$ cat src/rtl/a_bus_pkg.sv
// Shared encodings between a_master_port instances and the central bus arbiter controller.
package a_bus_pkg;

    localparam logic [1:0] CmdWait   = 2'b00;
    localparam logic [1:0] CmdStopS  = 2'b01;
    localparam logic [1:0] CmdStopP  = 2'b10;
    localparam logic [1:0] CmdClear  = 2'b11;

    localparam logic [1:0] ComEnd     = 2'b00;
    localparam logic [1:0] ComNak     = 2'b01;
    localparam logic [1:0] ComWaitAck = 2'b10;
    localparam logic [1:0] ComCom     = 2'b11;

    typedef enum logic [3:0] {
        StIdle,
        StReq,
        StWaitAck,
        StCom,
        StPause,
        StYield,
        StHold,
        StEnd,
        StNak
    } port_state_t;

endpackage

$ cat src/rtl/a_ack_timer.sv
// Slave-acknowledge timeout counter; held clear outside WAIT_ACK, saturates at ACK_TIMEOUT.
module a_ack_timer #(
    parameter int unsigned ACK_TIMEOUT = 255
) (
    input  logic i_clk,
    input  logic i_rst,
    input  logic i_clr,
    output logic o_expired
);

    localparam int unsigned CntW = (ACK_TIMEOUT < 1) ? 1 : $clog2(ACK_TIMEOUT + 1);

    logic [CntW-1:0] r_cnt;

    always_ff @(posedge i_clk) begin
        if (i_rst || i_clr) begin
            r_cnt <= '0;
        end else if (!o_expired) begin
            r_cnt <= r_cnt + CntW'(1);
        end
    end

    assign o_expired = (r_cnt == CntW'(ACK_TIMEOUT));

endmodule

$ cat src/rtl/a_master_port.sv
// Per-master arbitration port: request, slave-ack, grant, preemption yield and re-acquire.
// Optional ack timeout with NAK is enabled by defining A_MASTER_PORT_TIMEOUT_EN.
module a_master_port
    import a_bus_pkg::*;
#(
    parameter int unsigned NO_SLAVES   = 3,
    parameter int unsigned S_ID_WIDTH  = $clog2(NO_SLAVES + 1),
    parameter int unsigned ACK_TIMEOUT = 255
) (
    input  logic                  clk,
    input  logic                  rst,
    input  logic                  req,
    input  logic [S_ID_WIDTH-1:0] req_slave,
    output logic                  grant,
    output logic                  pause,
    output logic                  pause_burst,
    input  logic                  pause_ack,
    input  logic                  core_end,
    input  logic                  slave_ack,
    output logic                  nak_flag,
    output logic [S_ID_WIDTH-1:0] id,
    output logic [1:0]            com_state,
    output logic                  done,
    input  logic [1:0]            cmd
);

    port_state_t           r_state, w_state_d;
    logic [S_ID_WIDTH-1:0] r_id, w_id_d;
    logic                  r_burst, w_burst_d;
    logic                  r_grant, r_pause, r_done, r_nak;
    logic [1:0]            r_com, w_com_d;
    logic                  w_timeout;

`ifdef A_MASTER_PORT_TIMEOUT_EN
    a_ack_timer #(
        .ACK_TIMEOUT(ACK_TIMEOUT)
    ) u_ack_timer (
        .i_clk    (clk),
        .i_rst    (rst),
        .i_clr    (r_state != StWaitAck),
        .o_expired(w_timeout)
    );
`else
    // No timer: WAIT_ACK waits forever.
    assign w_timeout = 1'b0 & (ACK_TIMEOUT != 0);
`endif

    always_comb begin
        w_state_d = r_state;
        w_id_d    = r_id;
        w_burst_d = r_burst;
        unique case (r_state)
            StIdle: begin
                if (req && (req_slave != '0)) begin
                    w_state_d = StReq;
                    w_id_d    = req_slave;
                end
            end
            StReq:     if (cmd == CmdClear) w_state_d = StWaitAck;
            StWaitAck: begin
                if (slave_ack)      w_state_d = StCom;
                else if (w_timeout) w_state_d = StNak;
            end
            StCom: begin
                // core_end wins over a simultaneous STOP
                if (core_end) begin
                    w_state_d = StEnd;
                end else if (cmd == CmdStopS) begin
                    w_state_d = StPause;
                    w_burst_d = 1'b0;
                end else if (cmd == CmdStopP) begin
                    w_state_d = StPause;
                    w_burst_d = 1'b1;
                end
            end
            StPause: begin
                if (core_end)       w_state_d = StEnd;
                else if (pause_ack) w_state_d = StYield;
            end
            StYield:   w_state_d = StHold;
            StHold:    if (cmd == CmdClear) w_state_d = StWaitAck;
            StEnd:     if (cmd != CmdClear) w_state_d = StIdle;
            StNak:     w_state_d = StEnd;
            default:   w_state_d = StIdle;
        endcase
        if (w_state_d == StEnd || w_state_d == StIdle) w_id_d = '0;
        if (w_state_d != StPause && w_state_d != StYield) w_burst_d = 1'b0;
    end

    always_comb begin
        w_com_d = ComEnd;
        unique case (w_state_d)
            StWaitAck, StHold:        w_com_d = ComWaitAck;
            StCom, StPause, StYield:  w_com_d = ComCom;
            StNak:                    w_com_d = ComNak;
            default:                  w_com_d = ComEnd;
        endcase
    end

    // Outputs are registered from the next state so they track the state register exactly.
    always_ff @(posedge clk) begin
        if (rst) begin
            r_state <= StIdle;
            r_id    <= '0;
            r_burst <= 1'b0;
            r_grant <= 1'b0;
            r_pause <= 1'b0;
            r_done  <= 1'b0;
            r_nak   <= 1'b0;
            r_com   <= ComEnd;
        end else begin
            r_state <= w_state_d;
            r_id    <= w_id_d;
            r_burst <= w_burst_d;
            r_grant <= (w_state_d == StCom) || (w_state_d == StPause);
            r_pause <= (w_state_d == StPause) || (w_state_d == StYield);
            r_done  <= (w_state_d == StYield);
            r_nak   <= (w_state_d == StNak);
            r_com   <= w_com_d;
        end
    end

    assign grant       = r_grant;
    assign pause       = r_pause;
    assign pause_burst = r_burst;
    assign done        = r_done;
    assign nak_flag    = r_nak;
    assign id          = r_id;
    assign com_state   = r_com;

endmodule

$ cat config.mk
export PLATFORM = sky130hd
export DESIGN_NAME = a_master_port
export DESIGN_NICKNAME = d
export VERILOG_FILES = /design/src/rtl/a_bus_pkg.sv /design/src/rtl/a_ack_timer.sv /design/src/rtl/a_master_port.sv
export SDC_FILE = /design/constraint.sdc
export NUM_CORES = 1
export LEC_CHECK = 0
export CAP_MARGIN = 15
export CORE_MARGIN = 2
export CORE_UTILIZATION = 45
export CTS_CLUSTER_DIAMETER = 100
export DETAILED_ROUTE_END_ITERATION = 6
export GPL_TIMING_DRIVEN = 0
export PLACE_DENSITY = 0.75
export SLEW_MARGIN = 20
export SYNTH_ARGS = -nofsm -noshare
export SYNTH_HDL_FRONTEND = slang
export SYNTH_HIERARCHICAL = 1
export SYNTH_SLANG_ARGS = --single-unit
export TNS_END_PERCENT = 10
$ cat constraint.sdc
create_clock -name clk -period 3.7 [get_ports clk]
set_input_delay 0.37 -clock clk [delete_from_list [all_inputs] [get_ports clk]]
set_output_delay 0.37 -clock clk [all_outputs]
set_load 0.005 [all_outputs]
# After elaboration in Yosys (flattened, before gate mapping)
# Index checks and enable logic that the tools add are counted.
# W data, S select, Z words.
# classes
eq_ne	21
n_mux	13
bitwise_logic	1
reduce_logical	16
# ops
cell	count
$mux W4	9
$eq A4 B3 Y1 const B	8
$pmux W4 S8	1
$eq A4 B2 Y1 const B	4
$eq A4 B4 Y1 const B	2
$logic_not A4 Y1	2
$ne A4 B3 Y1 const B	2
$reduce_or A2 Y1	4
$pmux W2 S3	1
$eq A2 B2 Y1 const B	2
$eq A4 B1 Y1 const B	1
$reduce_bool A2 Y1	2
$logic_or A1 B1 Y1	3
$reduce_and A3 Y1	1
$reduce_or A3 Y1	1
$eq A2 B1 Y1 const B	1
$logic_and A1 B1 Y1	2
$mux W1	2
$ne A2 B2 Y1 const B	1
$reduce_and A2 Y1	1
$not A1 Y1	1
# totals
register_bits	13
in_bits	10
output_inout_bits	9
wordCells	59

# Longest topological paths before layout
# logic_depth
ltp_word	8
mapped_depth	7
ltp_nobuf	7

# Worst setup path after synthesis
# No wires, ideal clock.
# synth_timing
path_kind	reg-to-reg
startpoint	reg r_state[3]
endpoint	reg r_burst (netlist: pause_burst)
setup_ns	0.073
t_arrival_ns	1.858
t_required_ns	3.627
setup_slack_ns	1.769
stages_incl_launch_ff	7
n_path_buf	1
period_less_slack_ns	1.931
cell_sequence	dfxtp_1 > buf_6 > or4b_4 > a21boi_1 > o21a_2 > or4_4 > nor3_2
# synth_via
elab_chain_len	7
elab_cells_between_ends	25
cone_classes	eq/ne (10); mux (10); reduce/logical (5)
# synth_rtl
item	line	text
from (decl)	a_master_port.sv:27	port_state_t r_state, w_state_d;
from (signal assigned)	a_master_port.sv:103	r_state <= StIdle;
from (signal assigned)	a_master_port.sv:112	r_state <= w_state_d;
$mux W4	a_master_port.sv:71	end else if (cmd == CmdStopP) begin
$mux W4	a_master_port.sv:68	end else if (cmd == CmdStopS) begin
$mux W4	a_master_port.sv:66	if (core_end) begin
$pmux W4 S8	a_master_port.sv:52	unique case (r_state)
$ne A4 B3 Y1	a_master_port.sv:87	if (w_state_d != StPause && w_state_d != StYield) w_burst_d = 1'b0;
$logic_and A1 B1 Y1	a_master_port.sv:87	
$reduce_or A2 Y1 (no line)	-	
to (signal assigned)	a_master_port.sv:114	r_burst <= w_burst_d;
to (decl)	a_master_port.sv:29	logic r_burst, w_burst_d;
# Several ways; a longest one is shown, not always the timed one.
# A chain may end at the register's enable or synchronous reset.

# Worst setup path after layout
# layout_timing
startpoint	in cmd[0]
endpoint	reg r_id[0] (netlist: id[0])
# layout_via
elab_chain_len	8
elab_cells_between_ends	14
cone_classes	eq/ne (5); mux (6); reduce/logical (3)
# layout_rtl
item	line	text
from (decl)	a_master_port.sv:24	input logic [1:0] cmd
$eq A2 B2 Y1	a_master_port.sv:71	
$mux W4	a_master_port.sv:71	
$mux W4	a_master_port.sv:68	
$mux W4	a_master_port.sv:66	
$pmux W4 S8 *	a_master_port.sv:52	
$eq A4 B3 Y1 / $logic_not A4 Y1 (equally long branches)	a_master_port.sv:86	if (w_state_d == StEnd || w_state_d == StIdle) w_id_d = '0;
$logic_or A1 B1 Y1 *	a_master_port.sv:86	
$reduce_or A2 Y1 (no line) *	-	
to (signal assigned)	a_master_port.sv:113	r_id <= w_id_d;
to (decl)	a_master_port.sv:28	logic [S_ID_WIDTH-1:0] r_id, w_id_d;
# Every way passes the cells marked *; elsewhere a longest branch is shown, timed or not.

==> flow_summary_export.csv <==
group,metric,value,unit
synth,synth_seq_cells,13,
timing,fmax,434,MHz
place,gp_congestion,0.814,
synth,netlist_area,707,sq um
clock_tree,hold_buffers,0,
grt,grt_max_degree,11,
place,dp_cells,112,
clock_tree,clockBufferDepth,2,
floorplanning,core-area,1490,sq um
pwr,ir_drop,206,uV
timing,max_slew_margin,0.666,
timing,setup_violations,0,
routing,antenna_left,0,
synth,synth_edf_count,0,
min_path,worstHoldStart,"rst",
clock_tree,cts_tree,"yes",
place,post_dp_cell_area,901,sq um
timing,worst_slack,1.40,ns
synth,yosys_warnings,6,
grt,grt_pass1_wl,2300,um
floorplanning,num_rows,14,
timing,tightest_slew,0.498,ns
worst_setup_path,path_class,"in2reg",
synth,yosys.cell_types.count,38,
timing,hold_viol,0,
worst_setup_path,arrival,2.46,ns
floorplanning,die-area,1900,sq um
worst_setup_path,worst_setup_path_start_kind,"input port",
synth,async_reset_ff_frac,0,
place,port_buffers,17,
run_status,outcome,"finished clean",
worst_setup_path,crit_start,"cmd[0]",
synth,synth-seq-area-share,0.368,
layout,fin_nets,115,
grt,grt.overflow.total,0,
worst_setup_path,rr_startpoint,"r_state[3]",
clock_tree,clkSinkCount,13,
grt,grt_use_total,0.166,
clock_tree,cts_buffers,3,
timing,drv_slew,0,
timing,min_period_over_period,0.623,
routing,drtIter0Drc,7,
layout,final_cell_mix,"clkdlybuf4s50_1, dfxtp_1, nor2_1",
timing,rsz0062_at_grt,"false",
synth,synthCells,78,
worst_setup_path,required,3.86,ns
timing,finalSetupTns,0,ns
place,pre_cts_slack,1.12,ns
floorplanning,io_pins,19,
worst_setup_path,crit_fanout,4,
job,cap_violations,0,
floorplanning,die_x,43.6,um
clock_tree,htreeDepth,1,
layout,fin_cells,116,
routing,wl_per_cell,11.8,um
grt,antenna_found_initial,0,
floorplanning,die_h,43.6,um
clock_tree,cts.reportedPaths.clkPinSlew,0.07,ns
timing,skew,0.00240,ns
timing,period_needed,2.30,ns
routing,viasPerCell,5.40,
pwr,p_leak,0.369,nW
routing,first_pass_iters,4,
routing,num_vias,626,
layout,drive_above_1_share,0.160,
min_path,hold_path_class,"in2reg",
layout,layout_commonest_cell,"clkdlybuf4s50_1",
layout,final_cell_area,927,sq um
floorplanning,initial_utilization,0.475,
routing,wl,1370,um
clock_tree,clockRootBuffer,"clkbuf_4",
clock_tree,post_cts_buffers,0,
clock_tree,clkLatencyLatePin,0.28,ns
worst_setup_path,critPathCaptureType,"flop",
pwr,p_per_area,415,nW/um^2
synth,syn_avg_cell_area,9.06,sq um
place,dp_hpwl,1060,um
clock_tree,post_cts_resized,0,
routing,remaining_drc_errors,0,
synth,ys.flop_type,"dfxtp_1",
layout,syn_to_final_growth,31.2,%
layout,antenna_cells,0,
grt,grt_pass1_vias,573,
==> worst max-delay path, cell delays in order <==
cell	delay, ns
clkdlybuf4s50_1	0.54
inv_1	0.06
ha_1	0.20
or4_1	0.47
nand4_1	0.13
o21ai_0	0.15
nor4_1	0.44
nor4_1	0.10
==> routing by layer <==
metal	track usage	vias up	share of wire
li1	-	328	-
met5	0	-	0
met1	0.205	277	0.47
met3	0.0625	5	0.066
met2	0.256	16	0.44
met4	0.0727	0	0.020
==> metrics by stage <==
stage	hold WS, ns	util	power [mW]
detailed placement	0.543	0.605	0.301
finish	0.383	0.623	0.385
global placement	0.523	0.605	0.300
global route	0.402	0.623	0.408
floorplan	0.537	-	0.253
CTS	0.374	0.623	0.387
==> synthesized netlist by cell type, types with 2 or more instances <==
cell type	count	share of area
dfxtp_1	13	0.37
nor2_1	9	0.048
a211oi_1	4	0.042
ha_1	4	0.071
inv_1	4	0.021
nor4_1	4	0.035
o21ai_0	3	0.021
o31ai_1	3	0.032
a21boi_0	2	0.021
a21oi_1	2	0.014
buf_6	2	0.032
nand2_1	2	0.011
==> report_power, final <==
part           total (mW)  internal (mW)  switching (mW)
Clock              0.0858         0.0419          0.0439
Combinational       0.135         0.0708          0.0638
Sequential          0.164          0.157         0.00693
Total               0.385          0.270           0.115
==> flip-flops by register name, indices dropped and copies added, names as in the netlist <==
register,count
pause_burst,1
nak_flag,1
com_state,2
id,2
grant,1
pause,1
r_state,4
done,1
==> area by class of cell <==
class	instances	area, sq um
repair buffers	17	170
plain buffers	5	40.0
inverters	4	15.0
well taps	16	20.0
flip-flops and latches	13	260
multi-input cells	57	395
fillers	121	562
clock buffers	4	26.3
==> logic make-up (layout without fill, tap and decap cells) <==
| family | after synthesis | after routing | synth area share |
|---|---|---|---|
| AND/OR/NAND/NOR | 30 | 30 | 0.266 |
| other | 1 | 2 | 0.00530 |
| buffers and inverters | 9 | 30 | 0.0779 |
| flip-flops | 13 | 13 | 0.368 |
| adder cells (fa/ha/maj) | 4 | 4 | 0.0708 |
| AO/OA/AOI/OAI | 21 | 21 | 0.212 |
==> final timing paths <==
path / to / slack (ns) / cells after the start
max: id[0] / 1.40 / 8
min: r_state[0] / 0.38 / 2
max reg2reg: pause_burst / 1.67 / 6
min reg2reg: pause_burst / 0.55 / 2
(Power assumes the default switching activity.)
